==> config.mk <==
export PLATFORM = sky130hd
export DESIGN_NAME = irq_claim_ctrl_flat
export DESIGN_NICKNAME = d
export VERILOG_FILES = /design/src/rtl/irq_pkg.sv /design/src/rtl/irq_claim_ctrl_if.sv /design/src/rtl/irq_prio_sel.sv /design/src/rtl/irq_claim_ctrl.sv /design/src/flat_wrapper.sv
export SDC_FILE = /design/constraint.sdc
export NUM_CORES = 1
export LEC_CHECK = 0
export ABC_AREA = 1
export ABC_CLOCK_PERIOD_IN_PS = 1800
export CAP_MARGIN = 40
export CORE_AREA = 5 5 45 85
export DETAILED_ROUTE_END_ITERATION = 10
export DIE_AREA = 0 0 50 90
export PLACE_DENSITY = 0.75
export SLEW_MARGIN = 40
export SYNTH_ARGS = -nofsm -noshare
export SYNTH_HDL_FRONTEND = slang
export SYNTH_SLANG_ARGS = --single-unit
==> constraint.sdc <==
create_clock -name CLK -period 1.8 [get_ports CLK]
set_input_delay 0.45 -clock CLK [delete_from_list [all_inputs] [get_ports CLK]]
set_output_delay 0.45 -clock CLK [all_outputs]
set_load 0.02 [all_outputs]
==> src/rtl/irq_pkg.sv <==
// Shared types for the interrupt arbiter and the core-side claim controller.
// Optional build macro consumed by users of this package: IRQ_CLAIM_ROUND_ROBIN_EN.
package irq_pkg;

   localparam int NUM_INT_PORTS = 8;
   localparam int ID_W          = $clog2(NUM_INT_PORTS);

   typedef logic [ID_W-1:0] irq_id_t;

   typedef enum logic [1:0] {
      IDLE    = 2'd0,
      NOTIFY  = 2'd1,
      SERVICE = 2'd2
   } irq_claim_state_e;

   // IDs are encoded wider than the source count when it is not a power of two.
   function automatic logic id_in_range(input irq_id_t id);
      return int'(id) < NUM_INT_PORTS;
   endfunction

endpackage

==> src/rtl/irq_claim_ctrl_if.sv <==
// Arbiter event stream plus core claim/complete signals for irq_claim_ctrl.
// master = arbiter/core side, slave = controller side.
interface irq_claim_ctrl_if;
   import irq_pkg::*;

   logic                     IRQ_VLD;
   irq_id_t                  IRQ_ID;
   logic [NUM_INT_PORTS-1:0] IRQ_EN;
   logic                     CPU_IRQ;
   logic                     CLAIM_REQ;
   logic                     CLAIM_VLD;
   irq_id_t                  CLAIM_ID;
   logic                     CLAIM_NONE;
   logic                     CMPL_VLD;
   irq_id_t                  CMPL_ID;
   logic                     CMPL_ERR;
   logic [7:0]               COALESCE_CNT;

   modport master (
      output IRQ_VLD, IRQ_ID, IRQ_EN, CLAIM_REQ, CMPL_VLD, CMPL_ID,
      input  CPU_IRQ, CLAIM_VLD, CLAIM_ID, CLAIM_NONE, CMPL_ERR, COALESCE_CNT
   );

   modport slave (
      input  IRQ_VLD, IRQ_ID, IRQ_EN, CLAIM_REQ, CMPL_VLD, CMPL_ID,
      output CPU_IRQ, CLAIM_VLD, CLAIM_ID, CLAIM_NONE, CMPL_ERR, COALESCE_CNT
   );

endinterface

==> src/rtl/irq_prio_sel.sv <==
// Priority pick over eligible sources; rotating from start when IRQ_CLAIM_ROUND_ROBIN_EN.
// Latency: combinational.
// Backpressure: none, pure function of its inputs.
module irq_prio_sel
   import irq_pkg::*;
(
   input  logic [NUM_INT_PORTS-1:0] eligible,
`ifdef IRQ_CLAIM_ROUND_ROBIN_EN
   input  irq_id_t                  start,
`endif
   output logic                     found,
   output irq_id_t                  id
);

`ifdef IRQ_CLAIM_ROUND_ROBIN_EN
   always_comb begin
      int idx;
      found = 1'b0;
      id    = '0;
      idx   = 0;
      for (int k = 0; k < NUM_INT_PORTS; k++) begin
         idx = (int'(start) + k) % NUM_INT_PORTS;
         if (!found && eligible[idx]) begin
            found = 1'b1;
            id    = irq_id_t'(idx);
         end
      end
   end
`else
   // Scan downward so the lowest set index is the last (winning) assignment.
   always_comb begin
      found = 1'b0;
      id    = '0;
      for (int i = NUM_INT_PORTS - 1; i >= 0; i--) begin
         if (eligible[i]) begin
            found = 1'b1;
            id    = irq_id_t'(i);
         end
      end
   end
`endif

endmodule

==> src/rtl/irq_claim_ctrl.sv <==
// Pends arbiter IRQ events, raises CPU_IRQ and serves one source via claim/complete (IRQ_CLAIM_ROUND_ROBIN_EN: rotating priority).
// Latency: event -> CPU_IRQ 2 cycles; claim/complete responses 1 cycle.
// Backpressure: none; events to an already-pending source coalesce and are counted.
module irq_claim_ctrl
   import irq_pkg::*;
(
   input  logic            CLK,
   input  logic            RST,
   irq_claim_ctrl_if.slave bus
);

   logic [NUM_INT_PORTS-1:0] pending;
   logic [NUM_INT_PORTS-1:0] pending_nxt;
   logic [NUM_INT_PORTS-1:0] eligible;
   irq_id_t                  in_svc_id;
   irq_claim_state_e         state;
   irq_claim_state_e         state_nxt;
   logic [7:0]               coalesce_cnt;

   logic    found;
   irq_id_t sel_id;
   logic    ev_ok;
   logic    ev_hit;
   logic    claim_take;
   logic    cmpl_err_nxt;

   logic    cpu_irq_q;
   logic    claim_vld_q;
   logic    claim_none_q;
   irq_id_t claim_id_q;
   logic    cmpl_err_q;

   assign eligible = pending & bus.IRQ_EN;
   assign ev_ok    = bus.IRQ_VLD && id_in_range(bus.IRQ_ID);
   assign ev_hit   = ev_ok && pending[bus.IRQ_ID];

`ifdef IRQ_CLAIM_ROUND_ROBIN_EN
   irq_id_t last_id;
   irq_id_t start_id;

   assign start_id = (int'(last_id) == NUM_INT_PORTS - 1) ? '0 : last_id + irq_id_t'(1);

   always_ff @(posedge CLK) begin
      if (RST)
         last_id <= irq_id_t'(NUM_INT_PORTS - 1);
      else if (claim_take)
         last_id <= sel_id;
   end

   irq_prio_sel u_sel (
      .eligible (eligible),
      .start    (start_id),
      .found    (found),
      .id       (sel_id)
   );
`else
   irq_prio_sel u_sel (
      .eligible (eligible),
      .found    (found),
      .id       (sel_id)
   );
`endif

   // A claim arriving with a completion is answered empty; completion wins.
   always_comb begin
      state_nxt    = state;
      claim_take   = 1'b0;
      cmpl_err_nxt = 1'b0;
      case (state)
         IDLE: begin
            if (|eligible)
               state_nxt = NOTIFY;
            if (bus.CMPL_VLD)
               cmpl_err_nxt = 1'b1;
         end
         NOTIFY: begin
            if (bus.CMPL_VLD)
               cmpl_err_nxt = 1'b1;
            if (bus.CLAIM_REQ && !bus.CMPL_VLD && found) begin
               claim_take = 1'b1;
               state_nxt  = SERVICE;
            end else if (!(|eligible)) begin
               state_nxt = IDLE;
            end
         end
         SERVICE: begin
            if (bus.CMPL_VLD) begin
               if (bus.CMPL_ID == in_svc_id)
                  state_nxt = IDLE;
               else
                  cmpl_err_nxt = 1'b1;
            end
         end
         default: state_nxt = IDLE;
      endcase
   end

   // Set after clear: a same-cycle event on the claimed source keeps it pending.
   always_comb begin
      pending_nxt = pending;
      if (claim_take)
         pending_nxt[sel_id] = 1'b0;
      if (ev_ok)
         pending_nxt[bus.IRQ_ID] = 1'b1;
   end

   always_ff @(posedge CLK) begin
      if (RST) begin
         state        <= IDLE;
         pending      <= '0;
         in_svc_id    <= '0;
         coalesce_cnt <= '0;
         cpu_irq_q    <= 1'b0;
         claim_vld_q  <= 1'b0;
         claim_none_q <= 1'b0;
         claim_id_q   <= '0;
         cmpl_err_q   <= 1'b0;
      end else begin
         state   <= state_nxt;
         pending <= pending_nxt;
         if (claim_take)
            in_svc_id <= sel_id;
         if (ev_hit && coalesce_cnt != 8'hFF)
            coalesce_cnt <= coalesce_cnt + 8'd1;
         cpu_irq_q    <= (state_nxt == NOTIFY);
         claim_vld_q  <= bus.CLAIM_REQ;
         claim_none_q <= bus.CLAIM_REQ && !claim_take;
         claim_id_q   <= claim_take ? sel_id : '0;
         cmpl_err_q   <= cmpl_err_nxt;
      end
   end

   assign bus.CPU_IRQ      = cpu_irq_q;
   assign bus.CLAIM_VLD    = claim_vld_q;
   assign bus.CLAIM_ID     = claim_id_q;
   assign bus.CLAIM_NONE   = claim_none_q;
   assign bus.CMPL_ERR     = cmpl_err_q;
   assign bus.COALESCE_CNT = coalesce_cnt;

endmodule
==> src/flat_wrapper.sv <==
// flat-port wrapper written by rule: the top's interface ports become plain ports
module irq_claim_ctrl_flat import irq_pkg::*;
  (CLK, RST, bus_IRQ_VLD, bus_IRQ_ID, bus_IRQ_EN, bus_CLAIM_REQ, bus_CMPL_VLD, bus_CMPL_ID, bus_CPU_IRQ, bus_CLAIM_VLD, bus_CLAIM_ID, bus_CLAIM_NONE, bus_CMPL_ERR, bus_COALESCE_CNT);
  irq_claim_ctrl_if bus_i ();
  input  logic CLK;
  input  logic RST;
  input wire logic [$bits(bus_i.IRQ_VLD)-1:0] bus_IRQ_VLD;
  input wire logic [$bits(bus_i.IRQ_ID)-1:0] bus_IRQ_ID;
  input wire logic [$bits(bus_i.IRQ_EN)-1:0] bus_IRQ_EN;
  input wire logic [$bits(bus_i.CLAIM_REQ)-1:0] bus_CLAIM_REQ;
  input wire logic [$bits(bus_i.CMPL_VLD)-1:0] bus_CMPL_VLD;
  input wire logic [$bits(bus_i.CMPL_ID)-1:0] bus_CMPL_ID;
  output wire logic [$bits(bus_i.CPU_IRQ)-1:0] bus_CPU_IRQ;
  output wire logic [$bits(bus_i.CLAIM_VLD)-1:0] bus_CLAIM_VLD;
  output wire logic [$bits(bus_i.CLAIM_ID)-1:0] bus_CLAIM_ID;
  output wire logic [$bits(bus_i.CLAIM_NONE)-1:0] bus_CLAIM_NONE;
  output wire logic [$bits(bus_i.CMPL_ERR)-1:0] bus_CMPL_ERR;
  output wire logic [$bits(bus_i.COALESCE_CNT)-1:0] bus_COALESCE_CNT;
  assign bus_i.IRQ_VLD = bus_IRQ_VLD;
  assign bus_i.IRQ_ID = bus_IRQ_ID;
  assign bus_i.IRQ_EN = bus_IRQ_EN;
  assign bus_i.CLAIM_REQ = bus_CLAIM_REQ;
  assign bus_i.CMPL_VLD = bus_CMPL_VLD;
  assign bus_i.CMPL_ID = bus_CMPL_ID;
  assign bus_CPU_IRQ = bus_i.CPU_IRQ;
  assign bus_CLAIM_VLD = bus_i.CLAIM_VLD;
  assign bus_CLAIM_ID = bus_i.CLAIM_ID;
  assign bus_CLAIM_NONE = bus_i.CLAIM_NONE;
  assign bus_CMPL_ERR = bus_i.CMPL_ERR;
  assign bus_COALESCE_CNT = bus_i.COALESCE_CNT;
  irq_claim_ctrl u_core (.CLK(CLK), .RST(RST), .bus(bus_i));
endmodule
# Yosys cells after proc, flatten, opt, wreduce, memory -nomap -nowiden
# Index checks and enable logic that the tools add are counted.
# Widths: inputs -> output; s select.
op_classes:
  add_sub_neg: 1
  magnitude_cmp: 4
  eq_ne: 5
  mux: 36
  bitwise: 5
  reduce_logical: 13
ops:
  columns: ["operator", "count"]
  rows:
  - ["$mux 3", 8]
  - ["$and 8x8->8", 2]
  - ["$mux 1", 16]
  - ["$mux 8", 2]
  - ["$mux 2", 5]
  - ["$add 8x1->8 const B", 1]
  - ["$lt 3x4->1 const B", 2]
  - ["$ne 8x8->1 const B", 1]
  - ["$not 8->8", 1]
  - ["$or 8x8->8", 1]
  - ["$reduce_or 8->1", 1]
  - ["$logic_and 1x1->1", 7]
  - ["$demux 1 s3", 2]
  - ["$ge 3x1->1 const B", 2]
  - ["$pmux 2 s3", 1]
  - ["$eq 2x1->1 const B", 2]
  - ["$reduce_or 2->1", 2]
  - ["$bmux 1 s3", 1]
  - ["$eq 3x3->1", 1]
  - ["$eq 2x2->1 const B", 1]
  - ["$logic_not 1->1", 2]
  - ["$logic_not 2->1", 1]
  - ["$pmux 1 s2", 1]
  - ["$not 1->1", 1]
word_totals:
  ff_bits: 28
  output_inout_bits: 15
  word_cells: 73

# Logic depth before layout (Yosys ltp)
depth:
  word_depth: 18
  ltp_mapped: 12

# By module
# Synthesis repeated with hierarchy kept, for this count alone.
unflattened:
  cells_unflattened: 247
  area_unflattened_um2: 1590.3
by_module_without_submodules:
  columns: ["mod", "instances", "cells_per_inst", "area_each_um2", "seq_area_each_um2"]
  rows:
  - ["irq_claim_ctrl", 1, 225, 1491.4, 560.5]
  - ["irq_prio_sel", 1, 22, 98.8, 0.0]

# Worst setup path after synthesis
# No wires, ideal clock.
synth_timing:
  kind: "register to register"
  startpoint: "register u_core.coalesce_cnt[1], in the netlist u_core.bus.COALESCE_CNT[1]"
  endpoint: "register u_core.coalesce_cnt[6], in the netlist u_core.bus.COALESCE_CNT[6]"
  setup_time_ns: 0.118
  t_arrival_ns: 1.372
  path_slack_ns: 0.310
  stages_incl_launch_ff: 10
  period_less_slack_ns: 1.490
  cell_sequence: "dfxtp_1 > ha_1 > nand4_1 > nor2_1 > nor2_1 > nand2_2 > buf_6 > o21ai_2 > nand2_1 > nor2_1"
synth_between:
  elab_chain_len: 2
synth_rtl:
  columns: ["element", "line", "source"]
  rows:
  - ["start: declaration", "irq_claim_ctrl.sv:18", "logic [7:0] coalesce_cnt;"]
  - ["start signal: assignment", "irq_claim_ctrl.sv:124", "coalesce_cnt <= coalesce_cnt + 8'd1;"]
  - ["branches (longest 2 deep; another with $add 8x1->8)", null, null]
# Several ways; the timed one is not identified.
# A chain may end at the register's enable or synchronous reset.

# Final worst setup path
layout_timing:
  startpoint: "register u_core.coalesce_cnt[4], in the netlist u_core.bus.COALESCE_CNT[4]"
  endpoint: "output bus_COALESCE_CNT[4]"
layout_rtl:
  columns: ["element", "line", "source"]
  rows:
  - ["end: declaration", "flat_wrapper.sv:18", "output wire logic [$bits(bus_i.COALESCE_CNT)-1:0] bus_COALESCE_CNT;"]
# No word-level cell between the ends.

==> summary.txt <==
Post-Syn Area: 1430 µm²
GPL Wtd Cong: 0.860
initial drt markers: 15
Seq/Total Area, Yosys: 0.391
hold crit path type: register to register
Core Area: 3120 µm²
Max Cap Viol: 0
Tot GR Track Use: 0.161
run status: completed
global route hottest layer: met2
DR pass1 iterations: 4
placed instance count: 290
first-pass GRT wire length: 5900 µm
crit path to: bus_COALESCE_CNT[4]
CP Capture Type: output port
Psw: 309 µW
kind of critical path: register to output port
Die W: 50 µm
Syn Area/Cell: 6.89 µm²
setup ws final: 0.0642 ns
Buffers on Ports: 33
total power: 1.25 mW
placed wire-length estimate: 2790 µm
Layout Skew: 0.00289 ns
Post-Layout Inst Area: 2030 µm²
worst r2r dst: u_core.bus.COALESCE_CNT[1]$_SDFFE_PP0P_
via count: 1,461
CP max stage delay: 0.62 ns
Max H-tree Level: 1
vias in the first global route: 1,371
DR vias/cell: 4.97
Reg2Reg Setup Slack: 0.29 ns
Slew Limit Headroom: 0.771
Reg2Reg Launch Point: u_core.bus.COALESCE_CNT[1]$_SDFFE_PP0P_
crit path launch type: register
Die Y: 90 µm
clock insertion delay at the later pin of the skew report: 0.27 ns
setup_tns: 0 ns
syn nets: 228
# hold bufs at CTS: 0
# IOs: 34
Ys Warns: 0
Final Cycle Share: 0.964
fin. max-slew vios: 0
Post-CTS Setup Inserts: 0
Peak supply drop: 0.473 mV
Post-Route WL: 3550 µm
flops & latches, synth: 28
pre-CTS setup slack: -0.268 ns
Max Clk Rate: 576 MHz
most frequent cells in the layout: nand2_1, clkdlybuf4s50_1, dfxtp_1
number of diodes: 0
DP Area: 1950 µm²
Clock Pin Slew Worst Setup and Hold Paths: 0.09 ns
Max Root-Sink Buffers: 2
CTS Buf Count: 3
share of cells above drive strength 1: 0.179
post-cts gate resize count: 0
Clock power frac: 0.305
count of different cell masters after synthesis: 29
Cell Chain, Critical Path: clkdlybuf4s50_1
Internal: 942 µW
Switching Fraction: 0.247
Finished Layout Cells: 294
critical path's slowest cell: clkdlybuf4s50_1
grt total ovfl: 0
Worst Path Max Fanout: 4
GR Layer Usage met3: 0.0149
DRC viols: 0
Gate Count Post-Synth: 208
Buf/Inv on CP: 1
area grow syn2layout: 41.5%
Seq pwr share: 0.518
Crit path depth: 1
nets: 284
Pleak: 0.893 nW
DRT antenna net count: 0
pin count of the biggest net entering global routing: 20
crit path DAT: 1.29 ns
full die area: 4500 µm²
crit path time final: 1.74 ns
crit path launch: u_core.bus.COALESCE_CNT[4]$_SDFFE_PP0P_
commonest non-fill, non-tap cell in the layout: nand2_1
Final Hold Vio Count: 0
FP Rows: 29
WL/cell: 12.1 µm
worst endpoint required time: 1.35 ns
Initial Utilization: 0.459
Top delay family on crit path: buffers and inverters
final hold slack: 0.484 ns
Combinational Power Share: 0.177
CTS Sinks: 28
post-layout util: 0.650
worst r2r path cells: 8
met1 Use GR: 0.159
antenna violations before repair: 0
root buf cell: clkbuf_8
CTS tree: yes
Setup violations, final: 0
P per Cell Area: 617 nW/µm²
measured slew at the worst slew-check pin: 0.342 ns
grt met2 use: 0.300
-- Yosys cell counts (all sizes together) --
master	number	area, µm²
nand2	66	263
dfxtp	28	561
inv	25	93.8
nor2	21	96.3
a21oi	17	85.1
o21ai	8	43.8
nand4	7	43.8
nor3	7	40.0
nand3	5	25.0
xnor2	5	43.8
o211ai	4	30.0
nor4	3	18.8
and2	2	12.5
buf	2	22.5
clkbuf	2	7.51
or2	2	12.5
a31o	1	8.76
clkinv	1	3.75
ha	1	12.5
xor2	1	8.76
-- cell families (layout without fill, tap and decap cells) --
logic type      count (synthesis)  count (layout)  synth area share
fa+ha+maj                       1               1           0.00873
compound gates                 30              30             0.117
flops                          28              28             0.391
simple gates                  113             113             0.357
buf+inv                        30              85            0.0891
xor+xnor                        6               6            0.0367
-- flip-flops by register name, indices dropped and copies added (netlist names) --
register                 cells
u_core.bus.COALESCE_CNT      8
u_core.pending               8
u_core.bus.CLAIM_VLD         1
u_core.state                 2
u_core.bus.CMPL_ERR          1
u_core.bus.CLAIM_NONE        1
u_core.in_svc_id             3
u_core.bus.CLAIM_ID          3
u_core.bus.CPU_IRQ           1
-- power by group through the flow --
stage          clock network, mW  logic (mW)  registers, mW
2_1_floorplan                  0      0.0953          0.671
3_3_place_gp                   0       0.213          0.663
3_5_place_dp                   0       0.216          0.663
4_1_cts                    0.394       0.217          0.649
5_1_grt                    0.417       0.245          0.651
6_report                   0.381       0.221          0.649
-- cell type report --
| cell class | instances | area [µm²] |
|---|---|---|
| fill | 285 | 1090 |
| multi-input combinational | 150 | 759 |
| timing repair buffer | 55 | 515 |
| sequential | 28 | 561 |
| tap | 31 | 38.8 |
| clock buffer | 4 | 55.1 |
| inverter | 26 | 97.6 |
-- worst min-delay path by stage --
stage                                            end  slack [ns]                        startpoint  cells past startpoint
floorplan              u_core.bus.CPU_IRQ$_SDFF_PP0_        0.45        u_core.state[1]$_SDFF_PP0_                      1
global placement    u_core.in_svc_id[0]$_SDFFE_PP0P_        0.47  u_core.in_svc_id[0]$_SDFFE_PP0P_                      2
detailed placement        u_core.state[0]$_SDFF_PP0_        0.47        u_core.state[1]$_SDFF_PP0_                      1
CTS                       u_core.state[0]$_SDFF_PP0_        0.49        u_core.state[1]$_SDFF_PP0_                      1
global route              u_core.state[0]$_SDFF_PP0_        0.51        u_core.state[1]$_SDFF_PP0_                      1
finish                    u_core.state[0]$_SDFF_PP0_        0.48        u_core.state[1]$_SDFF_PP0_                      1
-- metal layers --
metal	routed length, µm	vias up
li1	-	783
met1	1270	630
met2	1990	40
met3	143	8
met4	138	0
met5	0	-
(Power assumes the default switching activity.)
